===== config.mk =====
export PLATFORM = sky130hd
export DESIGN_NAME = muldiv_unit
export DESIGN_NICKNAME = d
export VERILOG_FILES = /design/src/rtl/muldiv_unit.sv
export SDC_FILE = /design/constraint.sdc
export NUM_CORES = 1
export LEC_CHECK = 0
export CAP_MARGIN = 20
export CORE_ASPECT_RATIO = 1.4
export CORE_MARGIN = 2
export CORE_UTILIZATION = 56
export CTS_CLUSTER_DIAMETER = 60
export DETAILED_ROUTE_END_ITERATION = 10
export PLACE_DENSITY = 0.76
export SYNTH_ARGS = -nofsm -noshare
export SYNTH_HDL_FRONTEND = slang
export SYNTH_SLANG_ARGS = --single-unit

===== constraint.sdc =====
create_clock -name clk -period 8.5 [get_ports clk]
set_clock_uncertainty 0.15 [all_clocks]
set_input_delay 2.55 -clock clk [delete_from_list [all_inputs] [get_ports clk]]
set_output_delay 2.55 -clock clk [all_outputs]
set_load 0.1 [all_outputs]

===== src/rtl/muldiv_unit.sv =====
// muldiv_unit: iterative RV32M multiply/divide unit.
//   Radix-2 shift-add multiply and restoring divide on operand magnitudes.
//   Each operation takes exactly 32 iterations and is followed by one DONE cycle.
//   Signs are applied at the end by a conditional two's-complement negation.
//   Divide-by-zero and signed overflow are flagged when the operands are
//   captured, and their fixed results are forced in DONE.
// Ports:
//   clk, rst      rising-edge clock, asynchronous active-high reset
//   start         request, accepted only in IDLE
//   op[2:0]       RV32M funct3 (MUL, MULH, MULHSU, MULHU, DIV, DIVU, REM, REMU)
//   a, b          rs1 / rs2 operands, captured on the accepting edge
//   busy          high in CALC and DONE
//   done          one-cycle pulse; result is valid in that cycle
//   result        registered result, held until the next DONE
module muldiv_unit #(
   parameter int XLEN = 32
) (
   input  logic            clk,
   input  logic            rst,
   input  logic            start,
   input  logic [2:0]      op,
   input  logic [XLEN-1:0] a,
   input  logic [XLEN-1:0] b,
   output logic            busy,
   output logic            done,
   output logic [XLEN-1:0] result
);

   localparam int CW = $clog2(XLEN);
   localparam logic [XLEN-1:0] MIN_NEG = {1'b1, {(XLEN-1){1'b0}}};

   typedef enum logic [1:0] {IDLE, CALC, DONE} state_t;

   state_t          state, state_nxt;
   logic [CW-1:0]   cnt;
   logic [2:0]      op_q;
   logic [XLEN-1:0] hi;        // product high half / partial remainder
   logic [XLEN-1:0] lo;        // multiplier -> product low half / dividend -> quotient
   logic [XLEN-1:0] dvs;       // multiplicand or divisor magnitude
   logic            neg_q;     // negate the final value
   logic            spec_q;    // special case, result forced
   logic [XLEN-1:0] spec_val_q;

   // ---------------- capture-side decode ----------------
   logic            a_sgn, b_sgn, sa, sb, neg_in, div0, ovf;
   logic [XLEN-1:0] a_mag, b_mag, spec_in;

   always_comb begin
      // Divide ops: DIV/REM signed (op[0]=0). Multiply: MULH both, MULHSU a only.
      a_sgn   = op[2] ? ~op[0] : (op[1:0] == 2'b01 || op[1:0] == 2'b10);
      b_sgn   = op[2] ? ~op[0] : (op[1:0] == 2'b01);
      sa      = a_sgn & a[XLEN-1];
      sb      = b_sgn & b[XLEN-1];
      a_mag   = sa ? -a : a;
      b_mag   = sb ? -b : b;
      // Remainder follows the dividend; product and quotient follow sa^sb.
      neg_in  = (op[2] & op[1]) ? sa : (sa ^ sb);
      div0    = op[2] && (b == '0);
      ovf     = op[2] && !op[0] && (a == MIN_NEG) && (b == '1);
      spec_in = '0;
      if (div0)
         spec_in = op[1] ? a : '1;
      else if (ovf)
         spec_in = op[1] ? '0 : MIN_NEG;
   end

   // ---------------- one iteration ----------------
   logic [XLEN:0]     m_sum;
   logic [XLEN-1:0]   m_hi, m_lo;
   logic [XLEN:0]     d_sh;
   logic              d_ge;
   logic [XLEN-1:0]   d_hi, d_lo;
   logic [2*XLEN-1:0] p_s;
   logic [XLEN-1:0]   q_s, r_s, fin;

   always_comb begin
      // multiply: add multiplicand when the current multiplier bit is set, shift right
      m_sum = {1'b0, hi} + (lo[0] ? {1'b0, dvs} : '0);
      m_hi  = m_sum[XLEN:1];
      m_lo  = {m_sum[0], lo[XLEN-1:1]};
      // restoring divide: bring in next dividend bit, subtract if it fits.
      // The true difference is below the divisor, so XLEN bits are enough.
      d_sh  = {hi, lo[XLEN-1]};
      d_ge  = (d_sh >= {1'b0, dvs});
      d_hi  = d_ge ? (d_sh[XLEN-1:0] - dvs) : d_sh[XLEN-1:0];
      d_lo  = {lo[XLEN-2:0], d_ge};
      // sign fix-up, only meaningful on the last iteration
      p_s   = neg_q ? -{m_hi, m_lo} : {m_hi, m_lo};
      q_s   = neg_q ? -d_lo : d_lo;
      r_s   = neg_q ? -d_hi : d_hi;
      if (spec_q)
         fin = spec_val_q;
      else if (op_q[2])
         fin = op_q[1] ? r_s : q_s;
      else
         fin = (op_q[1:0] == 2'b00) ? p_s[XLEN-1:0] : p_s[2*XLEN-1:XLEN];
   end

   // ---------------- FSM ----------------
   always_ff @(posedge clk or posedge rst) begin
      if (rst) state <= IDLE;
      else     state <= state_nxt;
   end

   always_comb begin
      state_nxt = state;
      case (state)
         IDLE:    if (start) state_nxt = CALC;
         CALC:    if (cnt == '0) state_nxt = DONE;
         DONE:    state_nxt = IDLE;
         default: state_nxt = IDLE;
      endcase
   end

   assign busy = (state != IDLE);
   assign done = (state == DONE);

   // ---------------- datapath ----------------
   always_ff @(posedge clk or posedge rst) begin
      if (rst) begin
         cnt        <= '0;
         op_q       <= '0;
         hi         <= '0;
         lo         <= '0;
         dvs        <= '0;
         neg_q      <= 1'b0;
         spec_q     <= 1'b0;
         spec_val_q <= '0;
         result     <= '0;
      end else begin
         case (state)
            IDLE: if (start) begin
               cnt        <= CW'(XLEN-1);
               op_q       <= op;
               hi         <= '0;
               lo         <= a_mag;
               dvs        <= b_mag;
               neg_q      <= neg_in;
               spec_q     <= div0 | ovf;
               spec_val_q <= spec_in;
            end
            CALC: begin
               hi  <= op_q[2] ? d_hi : m_hi;
               lo  <= op_q[2] ? d_lo : m_lo;
               cnt <= cnt - 1'b1;
               if (cnt == '0) result <= fin;
            end
            default: ;
         endcase
      end
   end

endmodule


# After elaboration in Yosys (flattened, before gate mapping)

Cells that the tools add are included.

Word-level logic and storage cells: 78
Output and inout port bits: 34
Flip-flop bits (word level): 172

Bitwise logic cells: 6
Equality and inequality tests: 8
Reduce and logical (&&, ||, !) cells: 16
Multiplexer cells: 29
Add/sub/neg operators: 8
Magnitude comparators: 1

Operator list:

| cell                 | count |
|---|---|
| $mux 32              | 18 |
| $neg 32->32          | 4 |
| $pmux 32 s2          | 2 |
| $eq 32x32->1 const B | 2 |
| $mux 64              | 1 |
| $neg 64->64          | 1 |
| $add 32x32->33       | 1 |
| $ge 33x32->1         | 1 |
| $logic_not 32->1     | 1 |
| $sub 32x32->32       | 1 |
| $pmux 5 s2           | 1 |
| $reduce_and 2->1     | 4 |
| $logic_not 5->1      | 1 |
| $mux 5               | 1 |
| $sub 5x1->5 const B  | 1 |
| $eq 2x1->1 const B   | 2 |
| $eq 2x2->1 const B   | 2 |
| $logic_and 1x1->1    | 4 |
| $logic_not 2->1      | 2 |
| $mux 2               | 2 |
| $ne 2x2->1 const B   | 2 |
| $pmux 2 s2           | 1 |
| $reduce_bool 2->1    | 2 |
| $and 1x1->1          | 3 |
| other kinds (6)      | 8 |

# Depth between registers and ports, before layout

Gate-level depths: netlist (run 1).

Depth in word-level cells: 7
Gate-level depth with buffers: 23

# Worst setup path after synthesis (run 1)

Ideal clock, no wire load.

Path kind: register to register
Start point: register hi[1]
End point: register result[22]
Arrival time: 5.386 ns
Stages on the path, launching flop included: 21
Setup slack: 2.838 ns
Path buffers: 2
Required time: 8.225 ns
Setup time: 0.125 ns
Clock period less this slack: 5.662 ns
Cells stage by stage: dfrtp_1 ha_1 nand3_1 a21o_1 a2111oi_0 o31ai_1 nand2_1 clkbuf_1 clkbuf_1 a21oi_1 inv_1 ha_1 inv_1 a2111oi_0 o21ai_0 o41ai_1 nand2_1 o41ai_1 xnor2_1 a211oi_1 o21ai_1

Longest elaborated chain between the ends: 7
Elaborated cells on any way between the ends: 14
Those cells by class: add/sub (5); order compare (1); mux (8)

RTL lines:

| item                                                  | RTL line | RTL |
|---|---|---|
| start, declared                                       | 37       | `logic [XLEN-1:0] hi;` |
| start signal, assigned                                | 143      | `hi <= op_q[2] ? d_hi : m_hi;` |
| $sub 32x32->32 / $ge 33x32->1 (equally long branches) | 85, 84   |  |
| $mux 32                                               | 85       | `d_hi = d_ge ? (d_sh[XLEN-1:0] - dvs) : d_sh[XLEN-1:0];` |
| $neg 32->32                                           | 90       | `r_s = neg_q ? -d_hi : d_hi;` |
| $mux 32                                               | 90       |  |
| $mux 32                                               | 94       | `fin = op_q[1] ? r_s : q_s;` |
| $mux 32 (*)                                           | 93       | `else if (op_q[2])` |
| $mux 32 (*)                                           | 91       | `if (spec_q)` |
| end signal, assigned                                  | 146      | `if (cnt == '0) result <= fin;` |
| end, declared                                         | 26       | `output logic [XLEN-1:0] result` |

Mark *: on every way between the ends. The rest lies on a longest branch, timed or not.
A chain may end at the register's enable or synchronous reset.

# Worst setup path after layout (run 1)

Start point: register dvs[20]
End point: register result[28]

Longest elaborated chain between the ends: 7
Elaborated cells on any way between the ends: 15
Those cells by class: add/sub (5); order compare (1); mux (9)

RTL lines:

| item                                              | RTL line | RTL |
|---|---|---|
| start, declared                                   | 39       | `logic [XLEN-1:0] dvs;` |
| start signal, assigned                            | 137      | `dvs <= b_mag;` |
| $mux 32 (tied with other cells)                   | 78       | `m_sum = {1'b0, hi} + (lo[0] ? {1'b0, dvs} : '0);` |
| $add 32x32->33 / $mux 32 (equally long branches)  | 78, 85   |  |
| $neg 64->64 / $neg 32->32 (equally long branches) | 88, 90   |  |
| $mux 64 / $mux 32 (equally long branches)         | 88, 90   |  |
| $mux 32, on equally long branches                 | 96, 94   |  |
| $mux 32 (*)                                       | 93       |  |
| $mux 32 (*)                                       | 91       |  |

Marked as above.

==> results summary, run 1 <==
The number of resized instances in the post-cts repair step is 0. The total inserted antenna cells came out at 0. The post-synthesis register bit count is 172. The total number of vias is between 15000 and 20000. The number of buffers added by the clock tree synthesis step came out at 17. The CTS tree is done. The setup path with the least slack is of type flop to flop. The first detailed-routing pass ran for 6 iterations.

For the worst setup path, the data arrival time is a little under 7 ns. The number of sinks on the clock net came out at around 170. The time the final worst path needs with I/O delays and setup came out at approximately 6.6 ns. The peak clock frequency supported by timing came out at approximately 0.15 GHz. Setup violations remaining at the end of the flow were counted as 0. STA classifies the critical path endpoint as a flop. The initial antenna violation count is 1. The worst setup path is launched from a flop. The number of hold buffers added after cts is 0. The boundary pin count came out at between 100 and 150. The number of nets produced by synthesis came out at between 2000 and 3000. The critical path data required time came out at 8.69 ns.

The capture point of the worst reg-to-reg path is result[28]. Setup slack on the critical path of the routed design comes to 1.88 ns. The post-placement cell area is between 0.015 and 0.02 mm^2. The run finished with clean final reports. The remaining global-route overflow came out at 0. The worst register-to-register path begins at dvs[20].

The starting utilization of the core area is between 50 and 60%. For the worst flop-to-flop path, the logic depth is 19. The clock-pin slew on the worst setup and hold paths came out at 0.08 ns.

The library cell used most frequently in the layout, excluding fill and tap cells, is sky130_fd_sc_hd__nand2_1. Global routing used between 30% and 40% of the available tracks across all layers. The worst hold path begins at spec_val_q[7]. The cell count of the worst hold path is 2. The setup slack on the worst flop-to-flop path is ~1.9 ns. The die is 214 um tall. The insertion delay to the later sink of the worst-skew pair came out at ~0.47 ns. The number of input and output port buffers inserted is 103.

The synthesis warning total is 0. In this run the clock root is driven by a sky130_fd_sc_hd__clkbuf_16. The die footprint came out at roughly 0.033 mm^2. For this run, the register share of the synthesized area comes to 24.3%. The number of buffers on the longest clock path came out at 2. The top-area cell type share of the netlist area came out at approximately a quarter. Summing every instance area after synthesis gives 0.0177 mm^2. The post-route netlist has under 10% of its cells at a drive strength greater than 1. The final cell area excluding filler cells came out at around 0.019 mm^2. The number of routed nets with antenna violations came out at 0.

By area the synthesized netlist is led by sky130_fd_sc_hd__dfrtp_1 (24%), sky130_fd_sc_hd__o21ai_0 (6.8%), sky130_fd_sc_hd__nand2_1 (5.6%). The number of levels the H-tree was split into is 4. The number of buffers inserted by post-CTS setup repair is 0.

The end of the worst hold path is spec_val_q[7]. At the end of routability-driven placement, the weighted congestion stood at about 1.0. Once detailed placement completed, the half-perimeter wirelength came to roughly 50000 um. The die extent in x is ~150 um. Entering global routing, the biggest net connects around 110 pins. The gate count of the mapped netlist came out at about 2400. The total negative setup slack is 0 ns. The count of max-cap constraint violations came out at 0. The share of synthesized registers carrying an async set or reset is 100%. The global-route wire length before repair is about 100000 um. Summed over all instances, the cell type with the most area after synthesis is sky130_fd_sc_hd__dfrtp_1. The row count is 77. The per-cell via count in the routed design is roughly 6.8. The number of global-route vias before repair came out at about 18000.

The net total in the final layout is approximately 2500. Relative to the synthesized area, the layout overhead comes to 9.18%. Leaving out fill and tap cells, the most frequent cells in the layout are sky130_fd_sc_hd__nand2_1 (261), sky130_fd_sc_hd__o21ai_0 (240), sky130_fd_sc_hd__nor2_1 (223). The final routed wire length divided by cell count came out at around 24 um.

The number of enable-type register cells in the synthesized netlist is 0. The final hold violation count came out at 0. The slew of the pin with the lowest slew margin is roughly 1.2 ns. The most used flip-flop cell after synthesis is sky130_fd_sc_hd__dfrtp_1.

The share of the clock period used by the worst path came out at between 70% and 80%. The headroom to the max-slew limit is a little under a quarter. The unique cell type count in the Yosys netlist is between 90 and 100. The worst hold path belongs to the class flop to flop. The detailed-route wire length came out at about 65000 um. The final count of pins violating max slew was 0. Setup repair after global routing left no endpoint under its margin.

The number of violations reported at the end of detailed-routing iteration 0 is about 1900. The region available for standard cell placement spans roughly 0.031 mm^2. The DRC violations left came out at 0. A synthesized cell averages ~7.5 um^2. The maximum fanout along the worst path is 10. The post-placement worst setup slack is between 1.5 and 2 ns.
[worst max-delay path by stage]
stage	from	end	slack, ns	cells past startpoint
6_report	dvs[20]	result[28]	1.88	19
5_1_grt	dvs[20]	result[22]	1.47	19
4_1_cts	hi[1]	result[30]	2.00	18
3_5_place_dp	b[2]	spec_val_q[31]	1.68	10
3_3_place_gp	b[2]	spec_val_q[31]	1.71	10
2_1_floorplan	rst	cnt[0]	1.14	1
[through the flow]
| step | utilization, % | instances | hold WS, ns |
|---|---|---|---|
| floorplan | - | 2375 | 0.290 |
| global placement | 59.5 | 2725 | 0.302 |
| detailed placement | 59.5 | 2725 | 0.311 |
| CTS | 61.4 | 2757 | 0.327 |
| global route | 61.6 | 2759 | 0.347 |
| finish | 61.6 | 2759 | 0.330 |
[kinds of logic after synthesis]
kind of cell,count (synthesis),synth area share [%]
buffers and inverters,248,5.85
adders and majority gates,75,5.38
AOI/OAI and AO/OA,782,28.0
muxes,70,4.20
and+or+nand+nor,831,22.6
xor gates and xnor gates,197,9.74
DFF,172,24.3
[cell type report]
class,count,area [um^2]
repair buffers,129,1250
inverters,76,290
flip-flops and latches,172,4310
clock buffers,18,429
well taps,395,494
multi-input cells,1955,12400
clock inverters,14,171
fillers,2945,12100
[cells in the mapped netlist (all sizes together) (6+ instances only)]
library cell  instances
o211ai               42
o41ai                30
xnor2                94
ha                   73
o21a                 19
nor2                224
nand2               263
or4                  19
and2                 11
o22ai                 6
nor3                 49
dfrtp               172
and3                 24
o31ai                83
o221ai                6
inv                  76
a221oi                8
or2                   9
a21o                 23
nor2b                 8
nand4                29
xor2                103
or3                  44
a211oi               53
buf                  29
mux2i                63
nand3                66
a21oi               178
clkbuf              140
nand3b                7
nor4                 29
a21boi                8
o21ai               249
a31oi                15
o311ai                6
nand2b               18
[per-layer routing]
metal	track usage [%]	up-vias	part of all wire [%]
met2	63.6	942	46
met5	0	-	0.020
met4	29.5	2	8.5
met1	48.0	8865	39
met3	4.61	225	6.7
li1	-	8669	-
[critical path, cell delays in order, from the launching register on]
cell,delay [ns]
sky130_fd_sc_hd__dfrtp_1,0.38
sky130_fd_sc_hd__inv_1,0.21
sky130_fd_sc_hd__ha_1,0.39
sky130_fd_sc_hd__a21oi_1,0.48
sky130_fd_sc_hd__o21ai_0,0.17
sky130_fd_sc_hd__buf_4,0.19
sky130_fd_sc_hd__a211oi_1,0.45
sky130_fd_sc_hd__o21a_1,0.36
sky130_fd_sc_hd__nand2_1,0.20
sky130_fd_sc_hd__mux2i_1,0.29
sky130_fd_sc_hd__ha_1,0.29
sky130_fd_sc_hd__inv_1,0.07
sky130_fd_sc_hd__a2111oi_0,0.63
sky130_fd_sc_hd__o21ai_0,0.26
sky130_fd_sc_hd__o41ai_1,0.70
sky130_fd_sc_hd__nand2_1,0.36
sky130_fd_sc_hd__nor3_1,0.42
sky130_fd_sc_hd__a21oi_1,0.16
sky130_fd_sc_hd__o211ai_1,0.23
sky130_fd_sc_hd__o21ai_1,0.09
[state kept, by name, indices dropped and copies added (netlist names)]
name        flops
lo             32
spec_val_q     32
spec_q          1
neg_q           1
hi             32
state           2
result         32
cnt             5
op_q            3
dvs            32
Power of run 1 is left out: the tool's default activity adds up to more than one toggle a clock period on the data nets, which glitch-free logic cannot reach.
==> run 2: changes to the inputs <==
Clock period 8.5 ns to 6.1 ns, I/O delays scaled along.
==> results summary, run 2 (synthesis results as in run 1) <==
The run finished with clean final reports. The number of hold buffers added after cts is 0. The HPWL after detailed placement is 50400 um. The growth of design area from synthesis to finish is 10.0%. The number of routed nets with antenna violations came out at 0. The critical path goes through inv_1 -> buf_4 -> nor2_1 -> ha_1 -> and3_1 -> a221oi_2 -> xnor2_1 -> or3b_1 -> a2111o_1 -> or4b_4 -> or4_4 -> or4_1 -> nor2_1 -> mux2i_1 -> a21oi_1. The final-report setup violation count is 0. In this run the worst path has a maximum fanout of 29.

The number of levels the H-tree was split into is 4. The end of the worst hold path is spec_val_q[14]. The chip height is 214 um.

Along the worst hold path, the cell count comes to 2. The final routed wire length divided by cell count came out at 23.8 um. Wires add up to approximately 66000 um. The number of input and output port buffers inserted came out at 103. The net total in the final layout is approximately 2500. The largest single stage delay on the critical path is 0.59 ns. Tracing the worst setup path back leads to its startpoint at lo[0]. For met3 alone, demand over resource in global routing was under 10%. The number of optimization iterations in the first detailed-route pass came out at 6. In the layout the commonest cells are sky130_fd_sc_hd__nand2_1 (261), sky130_fd_sc_hd__o21ai_0 (240), sky130_fd_sc_hd__nor2_1 (223).

At the end of routability-driven placement, the weighted congestion stood at roughly 1.1. The routed design could run at a clock period as short as 5.73 ns. The cell that appears most often on the critical path is sky130_fd_sc_hd__nor2_1. The count of max-cap constraint violations came out at 0.

The worst path uses a little over nine tenths of the clock period. At the pin with the least slew margin, the transition time is 1.09 ns. The clock-pin slew on the worst setup and hold paths is 0.08 ns. The initial antenna violation count was 0.

STA classifies the critical path startpoint as a flop. Cells with a size suffix above 1 make up 5.12% of the layout. The cell depth of the worst flop-to-flop path came out at 15. In this run the most critical hold path is launched from spec_val_q[14]. In this design, the largest share of critical-path delay is due to simple AND/OR/NAND/NOR gates. The DRC violations left came out at 0. Buffers inserted during clock tree synthesis total 17. The critical path data required time is roughly 6.3 ns. Setup repair after global routing left no endpoint under its margin.

In the global route stage, overall resource usage came out at 39.7%. The headroom to the max-slew limit came out at between 20% and 30%. The critical path arrival came out at 5.93 ns. The layer flagged by global routing as most heavily used is met2. TritonCTS built the clock tree. The die footprint is ~0.033 mm^2.

The insertion delay to the later sink of the worst-skew pair came out at about 0.47 ns. The region available for standard cell placement spans around 0.031 mm^2. The worst setup path is captured at a flop.

The total number of vias came out at around 19000. The startpoint identified for the worst register-to-register timing path is lo[0]. The worst register-to-register path ends at result[26]. Counting the fill cells in the layout gives 2930. The row count came out at between 70 and 80. The peak clock frequency supported by timing came out at 0.175 GHz. The boundary pin count came out at approximately 100.

The number of violations reported at the end of detailed-routing iteration 0 came out at around 2100. The critical path contains buffers and inverters numbering 2 combined. The worst setup path is of the flop to flop kind. The most common library cell in the layout ignoring fill and taps is sky130_fd_sc_hd__nand2_1. The worst hold path belongs to the class flop to flop. The maximum number of pins on one net before global-route repair is about 110. The global-route wire length before repair came out at a little over 100000 um. In the global route stage, met2 resource usage came out at 64.5%. The number of buffers on the longest clock path came out at 2. The area taken by flip-flops and latches is roughly 0.0043 mm^2. The total inserted antenna cells came out at 0.

The number of global-route vias before repair was around 18000. The floorplan step set the die width to 154 um. The setup slack on the worst flop-to-flop path is ~0.37 ns.

Adding up every negative setup slack in the final design gives 0 ns. The number of buffers inserted by post-CTS setup repair is 0. Once the clock tree was built, the resizer swapped 0 gates to a different size. The remaining global-route overflow came out at 0. For this run, global-route usage on met1 was measured as about half.

The final count of pins violating max slew came out at 0. The number of sinks on the clock net is about 170. Dividing the detail-routed via count by the number of cells gives slightly below 7. Among all stages on the critical path, the largest delay is contributed by sky130_fd_sc_hd__a221oi_2.

The final hold violation count came out at 0. The cell sitting at the root of the clock tree is a sky130_fd_sc_hd__clkbuf_16. The starting utilization of the core area is around 56%. The area of the multi-input gates came out at between 0.01 and 0.015 mm^2.
-- run 2: cell types whose count changed in the layout (fill, tap and decap cells not counted), sizes merged --
cell          previous run  this run
buf                     25        44
clkinvlp                 0         3
inv                     83        80
clkinv                   6         8
bufinv                   1         0
clkbuf                  18        17
dlymetal6s2s             1         0
-- run 2: per-layer routing --
metal,part of all wire (%),up-vias
met1,39,8902
met2,47,907
met4,7.3,0
met5,0,-
met3,6.7,203
li1,-,8685
-- run 2: worst max-delay path by stage --
stage / to / depth (start not counted)
2_1_floorplan: result[22] / 20
3_3_place_gp: result[26] / 15
3_5_place_dp: result[26] / 15
4_1_cts: result[26] / 15
5_1_grt: result[22] / 20
6_report: result[26] / 15
-- run 2: layout make-up --
type,count,share of cell area (%)
Clock inverter,15,0.893
Tap cell,395,2.54
Inverter,76,1.48
Multi-Input combinational cell,1955,63.6
Timing Repair Buffer,147,7.18
Sequential cell,172,22.1
Clock buffer,17,2.18
-- run 2: per-stage QoR --
stage	worst slack [ns]	hold WS [ns]	cells	instance area [um^2]	util [%]
after floorplan	0.438	0.290	2375	17700	-
after global placement	0.423	0.304	2745	18900	60.1
after detailed placement	0.454	0.309	2745	18900	60.1
after CTS	0.426	0.326	2777	19500	62.0
after global routing	0.105	0.341	2777	19500	62.0
final	0.373	0.326	2777	19500	62.0
-- run 2: worst reg2reg max path, stage by stage, from the launching register on --
cell and delay, ns:
sky130_fd_sc_hd__dfrtp_1 0.43, sky130_fd_sc_hd__inv_1 0.17, sky130_fd_sc_hd__buf_4 0.39, sky130_fd_sc_hd__nor2_1 0.15, sky130_fd_sc_hd__ha_1 0.38, sky130_fd_sc_hd__and3_1 0.19, sky130_fd_sc_hd__a221oi_2 0.60, sky130_fd_sc_hd__xnor2_1 0.29
sky130_fd_sc_hd__or3b_1 0.47, sky130_fd_sc_hd__a2111o_1 0.52, sky130_fd_sc_hd__or4b_4 0.54, sky130_fd_sc_hd__or4_4 0.49, sky130_fd_sc_hd__or4_1 0.41, sky130_fd_sc_hd__nor2_1 0.12, sky130_fd_sc_hd__mux2i_1 0.23, sky130_fd_sc_hd__a21oi_1 0.09
Power of run 2 is left out for the same reason.
